[config.mk]
export PLATFORM = sky130hd
export DESIGN_NAME = capi_priwmem
export DESIGN_NICKNAME = d
export VERILOG_FILES = /design/src/rtl/capi_priwmem.sv
export SDC_FILE = /design/constraint.sdc
export NUM_CORES = 1
export LEC_CHECK = 0
export ABC_AREA = 0
export CAP_MARGIN = 20
export CORE_AREA = 2 2 39 41
export DETAILED_ROUTE_END_ITERATION = 10
export DIE_AREA = 0 0 41 43
export PLACE_DENSITY = 0.65
export SKIP_LAST_GASP = 1
export SLEW_MARGIN = 15
export SYNTH_ARGS = -nofsm -noshare
export SYNTH_HDL_FRONTEND = slang
export SYNTH_SLANG_ARGS = --single-unit
[constraint.sdc]
create_clock -name clk -period 3.05 [get_ports clk]
set_clock_uncertainty 0.1 [all_clocks]
set_input_delay 0.305 -clock clk [delete_from_list [all_inputs] [get_ports clk]]
set_output_delay 0.305 -clock clk [all_outputs]
set_load 0.05 [all_outputs]
[src/rtl/capi_priwmem.sv]
// Dual-write, single-read priority memory: w0 always wins, w1 is handshaked with a single-entry ack slot.
// Optional CAPI_PRIWMEM_BYPASS_EN makes a same-cycle read/write collision return the new data.
module capi_priwmem #(
  parameter int width      = 1,
  parameter int addr_width = 1,
  parameter int aux_width  = 1,
  parameter int raux_width = 1
) (
  input  logic                  clk,
  input  logic                  reset,
  input  logic                  i_w0_v,
  input  logic [addr_width-1:0] i_w0_a,
  input  logic [width-1:0]      i_w0_d,
  input  logic                  i_w1_v,
  output logic                  i_w1_r,
  input  logic [addr_width-1:0] i_w1_a,
  input  logic [width-1:0]      i_w1_d,
  input  logic [aux_width-1:0]  i_w1_aux,
  output logic                  o_w1_v,
  input  logic                  o_w1_r,
  output logic [aux_width-1:0]  o_w1_aux,
  input  logic                  i_rd_v,
  input  logic [addr_width-1:0] i_rd_a,
  input  logic [raux_width-1:0] i_rd_aux,
  output logic                  o_rd_v,
  output logic [width-1:0]      o_rd_d,
  output logic [raux_width-1:0] o_rd_aux
);
  localparam int depth = 1 << addr_width;

  logic [width-1:0]      mem [depth];
  logic                  ack_v_reg;
  logic [aux_width-1:0]  ack_aux_reg;
  logic                  rd_v_reg;
  logic [width-1:0]      rd_d_reg;
  logic [raux_width-1:0] rd_aux_reg;

  logic                  w1_accept;
  logic                  wr_en;
  logic [addr_width-1:0] wr_a;
  logic [width-1:0]      wr_d;

  // Ready is forced low while reset is held so nothing can be accepted.
  always_comb begin
    i_w1_r    = reset & ~i_w0_v & (~ack_v_reg | o_w1_r);
    w1_accept = i_w1_v & i_w1_r;
    wr_en     = reset & (i_w0_v | w1_accept);
    wr_a      = i_w0_v ? i_w0_a : i_w1_a;
    wr_d      = i_w0_v ? i_w0_d : i_w1_d;
  end

  always_ff @(posedge clk) begin
    if (wr_en) begin
      mem[wr_a] <= wr_d;
    end
  end

  always_ff @(posedge clk) begin
    if (i_rd_v) begin
      rd_aux_reg <= i_rd_aux;
`ifdef CAPI_PRIWMEM_BYPASS_EN
      rd_d_reg   <= (wr_en && (wr_a == i_rd_a)) ? wr_d : mem[i_rd_a];
`else
      rd_d_reg   <= mem[i_rd_a];
`endif
    end
  end

  always_ff @(posedge clk) begin
    if (w1_accept) begin
      ack_aux_reg <= i_w1_aux;
    end
  end

  always_ff @(posedge clk or negedge reset) begin
    if (!reset) begin
      ack_v_reg <= 1'b0;
      rd_v_reg  <= 1'b0;
    end else begin
      // A drain and a new acceptance in the same cycle leave the slot full.
      ack_v_reg <= w1_accept | (ack_v_reg & ~o_w1_r);
      rd_v_reg  <= i_rd_v;
    end
  end

  assign o_w1_v   = ack_v_reg;
  assign o_w1_aux = ack_aux_reg;
  assign o_rd_v   = rd_v_reg;
  assign o_rd_d   = rd_d_reg;
  assign o_rd_aux = rd_aux_reg;
endmodule

==> flow_metrics.tcl <==
set metrics [dict create \
    status "finished clean" \
    cp_max_fo 5 \
    synthToLayoutAreaGrowth_pct 77.7 \
    postLayoutCoreUtil_pct 37.4 \
    synth_nets 31 \
    fmaxAchievable_mhz 434 \
    post_cts_buffers 0 \
    postSynthCellCount 18 \
    hold_path.class "in2async" \
    yosysMostFrequentCell "edfxtp_1" \
    drive_gt1_share_pct 15.0 \
    core_um2 1380 \
    ys_seq_area_share_pct 68.7 \
    rr_startpoint "o_w1_v$_DFF_PN0_" \
    rsz0062_at_grt "no" \
    num-nets-final 54 \
    rrSetupSlack_ns 1.82 \
    max_slew.worst_pin.slew_ns 0.502 \
    drv_cap 0 \
    grt_pass1_wl_um 800 \
    cts_tree "built" \
    via_per_inst 3.88 \
    reg2reg_depth 3 \
    yosysUniqueCellTypes 12 \
    critical_path_class "in2out" \
    fin_hold_ws_ns 0.155 \
    dp_hpwl_um 430 \
    grt_max_degree 6 \
    wl_um 537 \
    finalCriticalPeriod_ns 2.31 \
    grt_pass1_vias 200 \
    pwr_density_cell_nw_per_um2 477 \
    drc_errors 0 \
    r2r_end "mem[1]$_DFFE_PP_" \
    final_max_slew_viol_count 0 \
    ys_ff_latch 7 \
    fin_crit_sh_pct 75.6 \
    ys_top_cells_by_count "5 x edfxtp_1, 2 x dfrtp_1, 2 x mux2_2" \
    dieArea_um2 1760 \
    required_ns 2.64 \
    ir_drop_mv 0.137 \
    drt_iter0_drc 1 \
    clockRootBuffer "clkbuf_4" \
    synth_edf_count 5 \
    numClockSinks 7 \
    io_pins 19 \
    clkLatencyLatePin_ns 0.24 \
    grt_overflow_total 0 \
    clk_pin_slew_ns 0.05 \
    antenna_cells 0 \
    die_h_um 43 \
    yosysWarnings 0 \
    yosysTopAreaCellShare_pct 51.5 \
    fillers 148 \
    clockBufferDepth 2 \
    vias 217 \
    ys_top_cells_by_area "edfxtp_1 52%, dfrtp_1 17%, mux2_2 7.7%" \
    antenna_found_initial 0 \
    track_usage_pct 7.70 \
    leakagePower_nw 0.207 \
    slew_headroom_pct 66.5 \
    postCtsHoldBufs 0 \
    numCtsBuffers 3 \
    yosys.area.top_type "edfxtp_1" \
    synth_area_per_cell_um2 16.2 \
    start_util_pct 21.1 \
    num_rows 14 \
    die_w_um 41 \
    crit_arrival_ns 1.90 \
    dr.pass1.iters 2 \
    cp-end-kind "primary output" \
    cts.repair.resized 0 \
    htreeDepth 1 \
    route.antenna.remaining_nets 0 \
    synthFlopType "edfxtp_1" \
    avgRoutedWirePerCell_um 9.59 \
    async_flop_share_pct 28.6 \
    setup_tns_ns 0 \
    io_buffers 18 \
    setup_violations 0 \
    gp_congestion 0.627 \
    hold_viol_final 0 \
    synth_area_um2 292 \
    critPathLaunchType "input pin" \
]
## power breakdown
group          internal, mW  leakage, nW  total (mW)  switching, mW
Clock                0.0498       0.0150      0.0827         0.0329
Sequential            0.109       0.0721       0.111        0.00204
Combinational        0.0272        0.120      0.0540         0.0268
## cell families (layout without fill, tap and decap cells)
kind of cell           count (synthesis)  after routing  share of synthesized area, %
multiplexers                           3              3                          11.2
flip-flops                             7              7                          68.7
AO/OA/AOI/OAI                          2              2                          5.15
AND/OR/NAND/NOR                        6              6                          15.0
buffers and inverters                  0             22                             0
## layout make-up
type,count,area [um^2],share of cell area [%]
timing repair buffer,18,180,34.8
clock buffer,4,26.3,5.07
tap,16,20.0,3.86
multi-input combinational,11,91.3,17.6
sequential,7,200,38.6
## metrics by stage
stage	total power [mW]	worst slack (ns)	cells	cell area (um^2)
floorplan	0.139	1.24	18	292
global placement	0.166	0.747	52	492
detailed placement	0.167	0.750	52	492
CTS	0.252	0.736	56	518
global route	0.263	0.674	56	518
finish	0.247	0.743	56	518
## flip-flops by register name, indices dropped and copies added, names as in the netlist
register	count
mem	2
o_w1_aux	1
o_w1_v	1
o_rd_v	1
o_rd_d	1
o_rd_aux	1
## worst max-delay path by stage
stage,endpoint,from,slack (ns),cells past startpoint
global placement,i_w1_r,o_w1_r,0.75,4
detailed placement,i_w1_r,reset,0.75,3
floorplan,o_w1_aux$_DFFE_PP_,o_w1_v$_DFF_PN0_,1.24,3
finish,i_w1_r,reset,0.74,3
CTS,i_w1_r,reset,0.74,3
global route,i_w1_r,reset,0.67,3
## layout by cell type (no fill, tap or decap)
cell             count
dfrtp_1              2
nor2_1               1
and2_1               1
mux2_2               2
nor3b_1              1
clkbuf_4             3
a21oi_1              1
mux2i_1              1
and3b_1              1
edfxtp_1             5
nand2b_4             1
nand2_1              1
clkbuf_1             1
clkdlybuf4s50_1     18
a21bo_1              1
## critical path: stages
cell             delay [ns]
clkdlybuf4s50_1        0.55
and3b_1                0.22
clkdlybuf4s50_1        0.82
## layer usage
layer / routed length (um) / vias to the layer above / GRT usage [%]
li1: - / 110 / -
met1: 235 / 88 / 9.27
met2: 204 / 19 / 8.13
met3: 97 / 0 / 5.24
met4: 0 / 0 / 8.00
met5: 0 / - / 0
(Power assumes the default switching activity.)
